==> src/rtl/core_status_unit_if.sv <==
// APB3 bus bundle for the core status unit.
// Master drives the request; slave returns data/ready/error.
interface core_status_unit_if #(
  parameter int APB_AW = 12
);
  logic [APB_AW-1:0] PADDR;
  logic              PSEL;
  logic              PENABLE;
  logic              PWRITE;
  logic [31:0]       PWDATA;
  logic [31:0]       PRDATA;
  logic              PREADY;
  logic              PSLVERR;

  modport master (
    output PADDR, PSEL, PENABLE, PWRITE, PWDATA,
    input  PRDATA, PREADY, PSLVERR
  );

  modport slave (
    input  PADDR, PSEL, PENABLE, PWRITE, PWDATA,
    output PRDATA, PREADY, PSLVERR
  );
endinterface

==> src/rtl/core_status_unit.sv <==
// Software end-of-computation status word with a freezing
// run-cycle counter and a watchdog that forces a timeout status.
module core_status_unit #(
  parameter int          APB_AW       = 12,
  parameter logic [30:0] TIMEOUT_CODE = 31'h7FFF_FFFE,
  parameter logic [31:0] WDT_DEFAULT  = 32'd0
) (
  input  logic                clk,
  input  logic                reset,
  core_status_unit_if.slave   apb,
  output logic                done_o,
  output logic [30:0]         exit_code_o,
  output logic                wdt_expired_o
);

  localparam logic [2:0] A_STATUS = 3'd0;
  localparam logic [2:0] A_CYC_LO = 3'd1;
  localparam logic [2:0] A_CYC_HI = 3'd2;
  localparam logic [2:0] A_WDT_LD = 3'd3;
  localparam logic [2:0] A_WDT_KK = 3'd4;

  logic [31:0] status;
  logic [63:0] cycle;
  logic [31:0] hi_snap;
  logic [31:0] wdt_load;
  logic [31:0] wdt_cnt;
  logic [31:0] prdata;
  logic [31:0] rd_mux;
  logic        wdt_exp;

  logic [APB_AW-1:0] paddr;
  logic [2:0]        sel;
  logic              setup_rd;
  logic              access;
  logic              wr;
  logic              wr_status;
  logic              wr_load;
  logic              wr_kick;
  logic              done;
  logic              bad_addr;
  logic              wdt_run;
  logic              expire;
  logic              sw_done;
  logic              unused_addr;

  assign paddr       = apb.PADDR;
  assign sel         = paddr[4:2];
  assign unused_addr = ^{paddr[APB_AW-1:5], paddr[1:0]};

  assign setup_rd  = apb.PSEL & ~apb.PENABLE & ~apb.PWRITE;
  assign access    = apb.PSEL & apb.PENABLE;
  assign wr        = access & apb.PWRITE;
  assign wr_status = wr & (sel == A_STATUS);
  assign wr_load   = wr & (sel == A_WDT_LD);
  assign wr_kick   = wr & (sel == A_WDT_KK);
  assign done      = status[31];
  assign bad_addr  = sel > A_WDT_KK;

  // A reload in the terminal cycle cancels the expiry.
  assign wdt_run = (wdt_load != 32'd0) & ~done;
  assign expire  = wdt_run & (wdt_cnt == 32'd1)
                 & ~wr_load & ~wr_kick;
  assign sw_done = wr_status & ~done & apb.PWDATA[31];

  assign apb.PREADY  = 1'b1;
  assign apb.PRDATA  = prdata;
  assign apb.PSLVERR = access
                     & (bad_addr
                        | ((sel == A_STATUS) & apb.PWRITE & done));

  assign done_o        = status[31];
  assign exit_code_o   = status[30:0];
  assign wdt_expired_o = wdt_exp;

  // Read data select for the setup-phase capture.
  always_comb begin
    rd_mux = 32'd0;
    unique case (1'b1)
      sel == A_STATUS: rd_mux = status;
      sel == A_CYC_LO: rd_mux = cycle[31:0];
      sel == A_CYC_HI: rd_mux = hi_snap;
      sel == A_WDT_LD: rd_mux = wdt_load;
      default:         rd_mux = 32'd0;
    endcase
  end

  // Status word: software write, lock on bit31, watchdog timeout.
  always_ff @(posedge clk or posedge reset) begin
    if (reset) begin
      status  <= 32'd0;
      wdt_exp <= 1'b0;
    end else begin
      if (wr_status & ~done & (apb.PWDATA[31] | ~expire))
        status <= apb.PWDATA;
      else if (expire)
        status <= {1'b1, TIMEOUT_CODE};
      if (expire & ~sw_done)
        wdt_exp <= 1'b1;
    end
  end

  // Run-cycle counter, frozen once done is set.
  always_ff @(posedge clk or posedge reset) begin
    if (reset)
      cycle <= 64'd0;
    else if (~done)
      cycle <= cycle + 64'd1;
  end

  // Watchdog reload value and down-counter.
  always_ff @(posedge clk or posedge reset) begin
    if (reset) begin
      wdt_load <= WDT_DEFAULT;
      wdt_cnt  <= WDT_DEFAULT;
    end else if (wr_load) begin
      wdt_load <= apb.PWDATA;
      wdt_cnt  <= apb.PWDATA;
    end else if (wr_kick) begin
      wdt_cnt  <= wdt_load;
    end else if (wdt_run & (wdt_cnt != 32'd0)) begin
      wdt_cnt  <= wdt_cnt - 32'd1;
    end
  end

  // Read data and coherent HI snapshot, captured in setup phase.
  always_ff @(posedge clk or posedge reset) begin
    if (reset) begin
      prdata  <= 32'd0;
      hi_snap <= 32'd0;
    end else if (setup_rd) begin
      prdata <= rd_mux;
      if (sel == A_CYC_LO)
        hi_snap <= cycle[63:32];
    end
  end

endmodule

==> src/flat_wrapper.sv <==
// flat-port wrapper written by rule: the top's interface ports become plain ports
module core_status_unit_flat 
#(
  parameter int          APB_AW       = 12,
  parameter logic [30:0] TIMEOUT_CODE = 31'h7FFF_FFFE,
  parameter logic [31:0] WDT_DEFAULT  = 32'd0
)
  (clk, reset, done_o, exit_code_o, wdt_expired_o, apb_PADDR, apb_PSEL, apb_PENABLE, apb_PWRITE, apb_PWDATA, apb_PRDATA, apb_PREADY, apb_PSLVERR);
  core_status_unit_if #(.APB_AW(APB_AW)) apb_i ();
  input  logic clk;
  input  logic reset;
  output logic done_o;
  output logic [30:0] exit_code_o;
  output logic wdt_expired_o;
  input wire logic [$bits(apb_i.PADDR)-1:0] apb_PADDR;
  input wire logic [$bits(apb_i.PSEL)-1:0] apb_PSEL;
  input wire logic [$bits(apb_i.PENABLE)-1:0] apb_PENABLE;
  input wire logic [$bits(apb_i.PWRITE)-1:0] apb_PWRITE;
  input wire logic [$bits(apb_i.PWDATA)-1:0] apb_PWDATA;
  output wire logic [$bits(apb_i.PRDATA)-1:0] apb_PRDATA;
  output wire logic [$bits(apb_i.PREADY)-1:0] apb_PREADY;
  output wire logic [$bits(apb_i.PSLVERR)-1:0] apb_PSLVERR;
  assign apb_i.PADDR = apb_PADDR;
  assign apb_i.PSEL = apb_PSEL;
  assign apb_i.PENABLE = apb_PENABLE;
  assign apb_i.PWRITE = apb_PWRITE;
  assign apb_i.PWDATA = apb_PWDATA;
  assign apb_PRDATA = apb_i.PRDATA;
  assign apb_PREADY = apb_i.PREADY;
  assign apb_PSLVERR = apb_i.PSLVERR;
  core_status_unit #(.APB_AW(APB_AW), .TIMEOUT_CODE(TIMEOUT_CODE), .WDT_DEFAULT(WDT_DEFAULT)) u_core (.clk(clk), .reset(reset), .apb(apb_i), .done_o(done_o), .exit_code_o(exit_code_o), .wdt_expired_o(wdt_expired_o));
endmodule
==> config.mk <==
export PLATFORM = sky130hd
export DESIGN_NAME = core_status_unit_flat
export DESIGN_NICKNAME = d
export VERILOG_FILES = /design/src/rtl/core_status_unit_if.sv /design/src/rtl/core_status_unit.sv /design/src/flat_wrapper.sv
export SDC_FILE = /design/constraint.sdc
export NUM_CORES = 1
export LEC_CHECK = 0
export BUFFER_PORTS_ARGS = -buffer_cell sky130_fd_sc_hd__buf_2
export CAP_MARGIN = 5
export CORE_ASPECT_RATIO = 1.5
export CORE_MARGIN = 1.5
export CORE_UTILIZATION = 45
export CTS_CLUSTER_DIAMETER = 200
export CTS_CLUSTER_SIZE = 30
export DETAILED_ROUTE_END_ITERATION = 10
export MAX_ROUTING_LAYER = met4
export SYNTH_ARGS = -nofsm -noshare
export SYNTH_HDL_FRONTEND = slang
export SYNTH_SLANG_ARGS = --single-unit
export TNS_END_PERCENT = 100
==> constraint.sdc <==
create_clock -name clk -period 8.5 [get_ports clk]
set_input_delay 1.275 -clock clk [delete_from_list [all_inputs] [get_ports clk]]
set_output_delay 1.275 -clock clk [all_outputs]
set_load 0.1 [all_outputs]
Word-level counts from Yosys, hierarchy flattened
Index checks and enable logic that the tools add are counted.
Cells by class
  multiply operators: 0
  eq/ne operators: 5
  divide/modulo/power cells: 0
  add/sub/neg operators: 2
  shift-type cells: 0
  muxes and demuxes: 6
  bitwise gates (word level): 28
  reductions and logical operators: 6
  $lt $le $gt $ge: 1
Operators by type and width (number)
  32-bit 2-to-1 mux: 5
  32-bit case mux with 4 select lines: 1
  64-bit by 1-bit adder with 64-bit output (second input constant): 1
  32-bit nonzero test: 2
  32-bit by 1-bit equality test with 1-bit output (second input constant): 1
  32-bit by 1-bit subtractor with 32-bit output (second input constant): 1
  1-bit bitwise AND: 19
  1-bit inverter: 7
  3-bit by 2-bit equality test with 1-bit output (second input constant): 2
  3-bit by 1-bit equality test with 1-bit output (second input constant): 1
  3-bit equality test (second input constant): 1
  3-bit greater-than comparator (second input constant): 1
  3-bit zero test: 1
  3-bit nonzero test: 1
  1-bit OR: 2
  2-bit AND reduction: 1
  2-bit nonzero test: 1
Word-level totals
  ROM bits: 0
  bits in registers: 225
  logic and storage cells: 55
  output and inout port bits: 67
  memory bits (writable): 0
  bits in latches: 0
  memories: 0

Longest topological paths before layout
  depth in word-level cells: 10
  mapped depth: 11

Worst setup path after synthesis
No wires, ideal clock.
  kind: input to output
  start point: in apb_PADDR[4]
  end point: out apb_PSLVERR
  data arrival time: 3732 ps
  data required time: 7225 ps
  stages: 5
  buffers on the path: 2
  setup slack: 3493 ps
  cell sequence: buf_2 -> nor3_1 -> clkbuf_1 -> nand3_1 -> a21oi_1
On the way
  cells in the longest elaborated chain, start to end: 5
  elaborated cells on any way between the ends: 6
  those cells by class: 1 x order compare; 4 x bitwise; 1 x reduce/logical
RTL lines
  start: declaration: line flat_wrapper.sv:15  | input wire logic [$bits(apb_i.PADDR)-1:0] apb_PADDR;
  3-bit zero test: line core_status_unit.sv:69  | | ((sel == A_STATUS) & apb.PWRITE & done));
  1-bit bitwise AND (2 in series): line core_status_unit.sv:69
  1-bit OR *: line core_status_unit.sv:69
  1-bit bitwise AND *: line core_status_unit.sv:68  | & (bad_addr
  end: declaration: line flat_wrapper.sv:22  | output wire logic [$bits(apb_i.PSLVERR)-1:0] apb_PSLVERR;
Every way passes the cells marked *; elsewhere a longest branch is shown, timed or not.

Worst setup path after layout
Ends and elaborated chain as after synthesis.

==> summary.txt <==
Clocking
  – Hold-fix buffers, CTS: 0
  – Worst-case clock buffer depth: 3
  – CTS sink cnt: 225
  – H-tree level count: 1
  – Gates resized, CTS repair: 0
  – CTS Buf Count: 11
  – Skew-Pair Late Insertion Delay: 480 ps
  – CTS tree: yes
  – Clk slew on worst S/H paths: between 100 and 150 ps
  – Clk root buf: clkbuf_16
  – Postcts setup bufs: 0

GRT
  – Largest net degree at the start of global routing: 147
  – Initial antenna violation count: 0
  – First-pass GRT wire length: 48100 um
  – Vias in the first global route: 8323
  – Total track usage: 26.0%
  – Congestion Overflow GR: 0

Final layout
  – Number of diodes: 0
  – Fillers: roughly 2200
  – Register Area: 5630 um2
  – Nets: around 1200
  – Share of post-route cells with drive strength above 1: 17.2%
  – Multi-input logic area: 4690 um2
  – Synthesis-to-finish area growth: 10.3%
  – Final instance area: 11700 um2

Routing
  – Residual DRC: 0
  – Wire per inst: 21.4 um
  – Final WL: 30400 um
  – 1st-iter DRT viols: 759
  – Via count: ~8500
  – Vias per inst: roughly 6.0
  – DR pass1 iterations: 7
  – Post-route ant nets: 0

Critical path
  – Crit path max-delay family: buffers and inverters
  – R2R Path End: u_core.cycle[39]
  – Critical path's slowest cell: buf_2
  – CP Max Fanout: 8
  – CP required: 7220 ps
  – CP endpoint kind: output pin
  – Worst reg-to-reg path cell count: 7
  – WP buf/inv: 2
  – CP cell instances: buf_2, nor3_2, nand3_1, a21oi_1, buf_2
  – Critical path startpoint category: input pin
  – Reg-to-reg slack, setup: 5310 ps
  – Largest stage delay, worst path: slightly below 500 ps
  – Crit Path Class: in2out
  – Critical path arrival: between 2000 and 3000 ps
  – Worst R2R Start: u_core.status[31]
  – Cell mode on critical path: buf_2

Pwr
  – Gate power share: 31.8%
  – Peak VDD IR: ~0.19 mV
  – Clk pwr share: a little under 20%
  – Power Density: 255 nW/um2
  – Register share of total power: 48.4%
  – P_sw: between 1 and 1.5 mW
  – Final Power: 2.99 mW
  – Sw Ratio: between 40% and 50%
  – Pleak: 5.13 nW
  – Internal power: 1.70 mW

Synthesis
  – Ys flop type: dfrtp_1
  – Synth Register Bits: 225
  – Yosys warnings: 0
  – Top-count cell post-synth: dfrtp_1
  – Yosys top cell by area: dfrtp_1
  – Post-Syn Instances: ~1000
  – Syn nets: 1088
  – Synth area leaders: dfrtp_1 (53%), nand2_1 (5.2%), a22oi_1 (4.7%)
  – Avg Cell Area, Syn: 10.2 um2
  – FFs w/ async S/R, synth: 100%
  – Register area share after synthesis: a little over half
  – Yosys cell types: 73
  – Cell Area, Synth: 10600 um2
  – Post-synth top area share: 53.1%
  – Number of flops mapped to enable cells by yosys: 0
  – Synth cell count leaders: dfrtp_1 (225), nand2_1 (146), nor2_1 (72)

Placement
  – GPL Wtd Cong: a little over 0.9
  – Placement Cell Area: 11400 um2
  – DP HPWL: between 20000 and 25000 um
  – PortBufs: 105

STA
  – Final slew viol count: 0
  – Final hold violation count: 0
  – Minimum clock period: 3790 ps
  – Setup TNS: 0 ps
  – Worst slew margin: 29.1%
  – RSZ-0062 raised after global routing: false
  – Final worst-path cycle share: 44.5%
  – Least-Margin Pin Slew: 1060 ps
  – Clk_skew: around 30 ps
  – Final setup viols: 0
  – Max Freq: 264 MHz

Floorplan
  – Die Wd: ~130 um
  – CORE AREA: 23100 um2
  – Initial Utilization: 46.0%
  – Die area: 24500 um2
  – Die Y: 191 um
  – Row cnt: 68
  – IO Pins: 116

Worst hold path
  – WHS Endpoint: u_core.wdt_expired_o
  – Worst Hold Launch: u_core.wdt_expired_o
  – HP Class: reg2reg
  – Worst hold stages: 1

Status
  – Outcome: complete, no violations

Job
  – MaxCap Viol Count: 0
==> kinds of logic (layout without fill, tap and decap cells) <==
group                      after synthesis  in the layout  share of synthesized area, %
xor gates and xnor gates                69             69                          5.70
muxes                                   32             32                          3.50
AOI/OAI and AO/OA                      246            246                          16.2
buffers and inverters                   73            145                          2.96
adders and majority gates                3              3                         0.354
DFF                                    225            225                          53.1
and+or+nand+nor                        387            387                          18.2
other                                    1              1                        0.0354
==> routing by layer <==
metal	wire (um)	global-route usage [%]	share of wire (%)	vias to the layer above
met1	12900	34.0	42	4253
li1	-	-	-	3939
met3	1280	2.32	4.2	60
met2	15300	42.9	50	224
met4	918	8.56	3.0	0
met5	0	-	0	-
==> stage by stage <==
step           utilization (%)  setup WS [ps]  std cells  hold slack, ps
6_report                  50.7           4710       1423             477
5_1_grt                   50.7           4640       1423             509
4_1_cts                   50.7           4730       1423             485
3_5_place_dp              49.5           4660       1411             457
3_3_place_gp              49.5           4700       1411             448
2_1_floorplan                -           1060       1036             442
==> worst register-to-register path, delay by kind of cell, from the launching register on <==
| family | cells | cell delay [ps] |
|---|---|---|
| xor+xnor | 1 | 170 |
| flops | 1 | 380 |
| simple gates | 5 | 2320 |
| buf+inv | 1 | 190 |
==> sequential cells by signal, indices dropped and copies added, names as in the netlist <==
name / flops
u_core.apb.PRDATA: 32
u_core.cycle: 64
u_core.hi_snap: 32
u_core.status: 32
u_core.wdt_cnt: 32
u_core.wdt_expired_o: 1
u_core.wdt_load: 32
==> power by group through the flow <==
stage / logic (mW) / clock network, mW / registers, mW
detailed placement: 0.954 / 0 / 1.46
global placement: 0.943 / 0 / 1.45
finish: 0.950 / 0.592 / 1.45
CTS: 0.954 / 0.613 / 1.44
floorplan: 0.335 / 0 / 1.85
global route: 1.01 / 0.638 / 1.47
==> layout by cell type, fill, tap and decap left out, types with 25 or more instances in the layout <==
| cell type | count |
|---|---|
| a21oi_1 | 29 |
| a22oi_1 | 67 |
| a31oi_1 | 47 |
| buf_2 | 105 |
| dfrtp_1 | 225 |
| mux2_2 | 31 |
| nand2_1 | 145 |
| nand3_1 | 26 |
| nand4_1 | 35 |
| nor2_1 | 72 |
| nor3_1 | 25 |
| o21ai_0 | 26 |
| o22a_1 | 30 |
| xnor2_1 | 50 |
==> cell type report <==
type	count	area share (%)
Clock buffer	11	2.35
Clock inverter	1	0.139
Inverter	13	0.481
Multi-Input combinational cell	738	40.1
Sequential cell	225	48.1
Tap cell	315	3.37
Timing Repair Buffer	120	5.45
==> worst max-delay path by stage <==
stage / start / endpoint / cells after the start
6_report: apb_PADDR[4] / apb_PSLVERR / 5
5_1_grt: apb_PADDR[4] / apb_PSLVERR / 5
4_1_cts: apb_PADDR[4] / apb_PSLVERR / 5
3_5_place_dp: apb_PENABLE / u_core.wdt_cnt[9] / 7
3_3_place_gp: apb_PENABLE / u_core.wdt_cnt[9] / 7
2_1_floorplan: reset / u_core.apb.PRDATA[0] / 1
(Power assumes the default switching activity.)
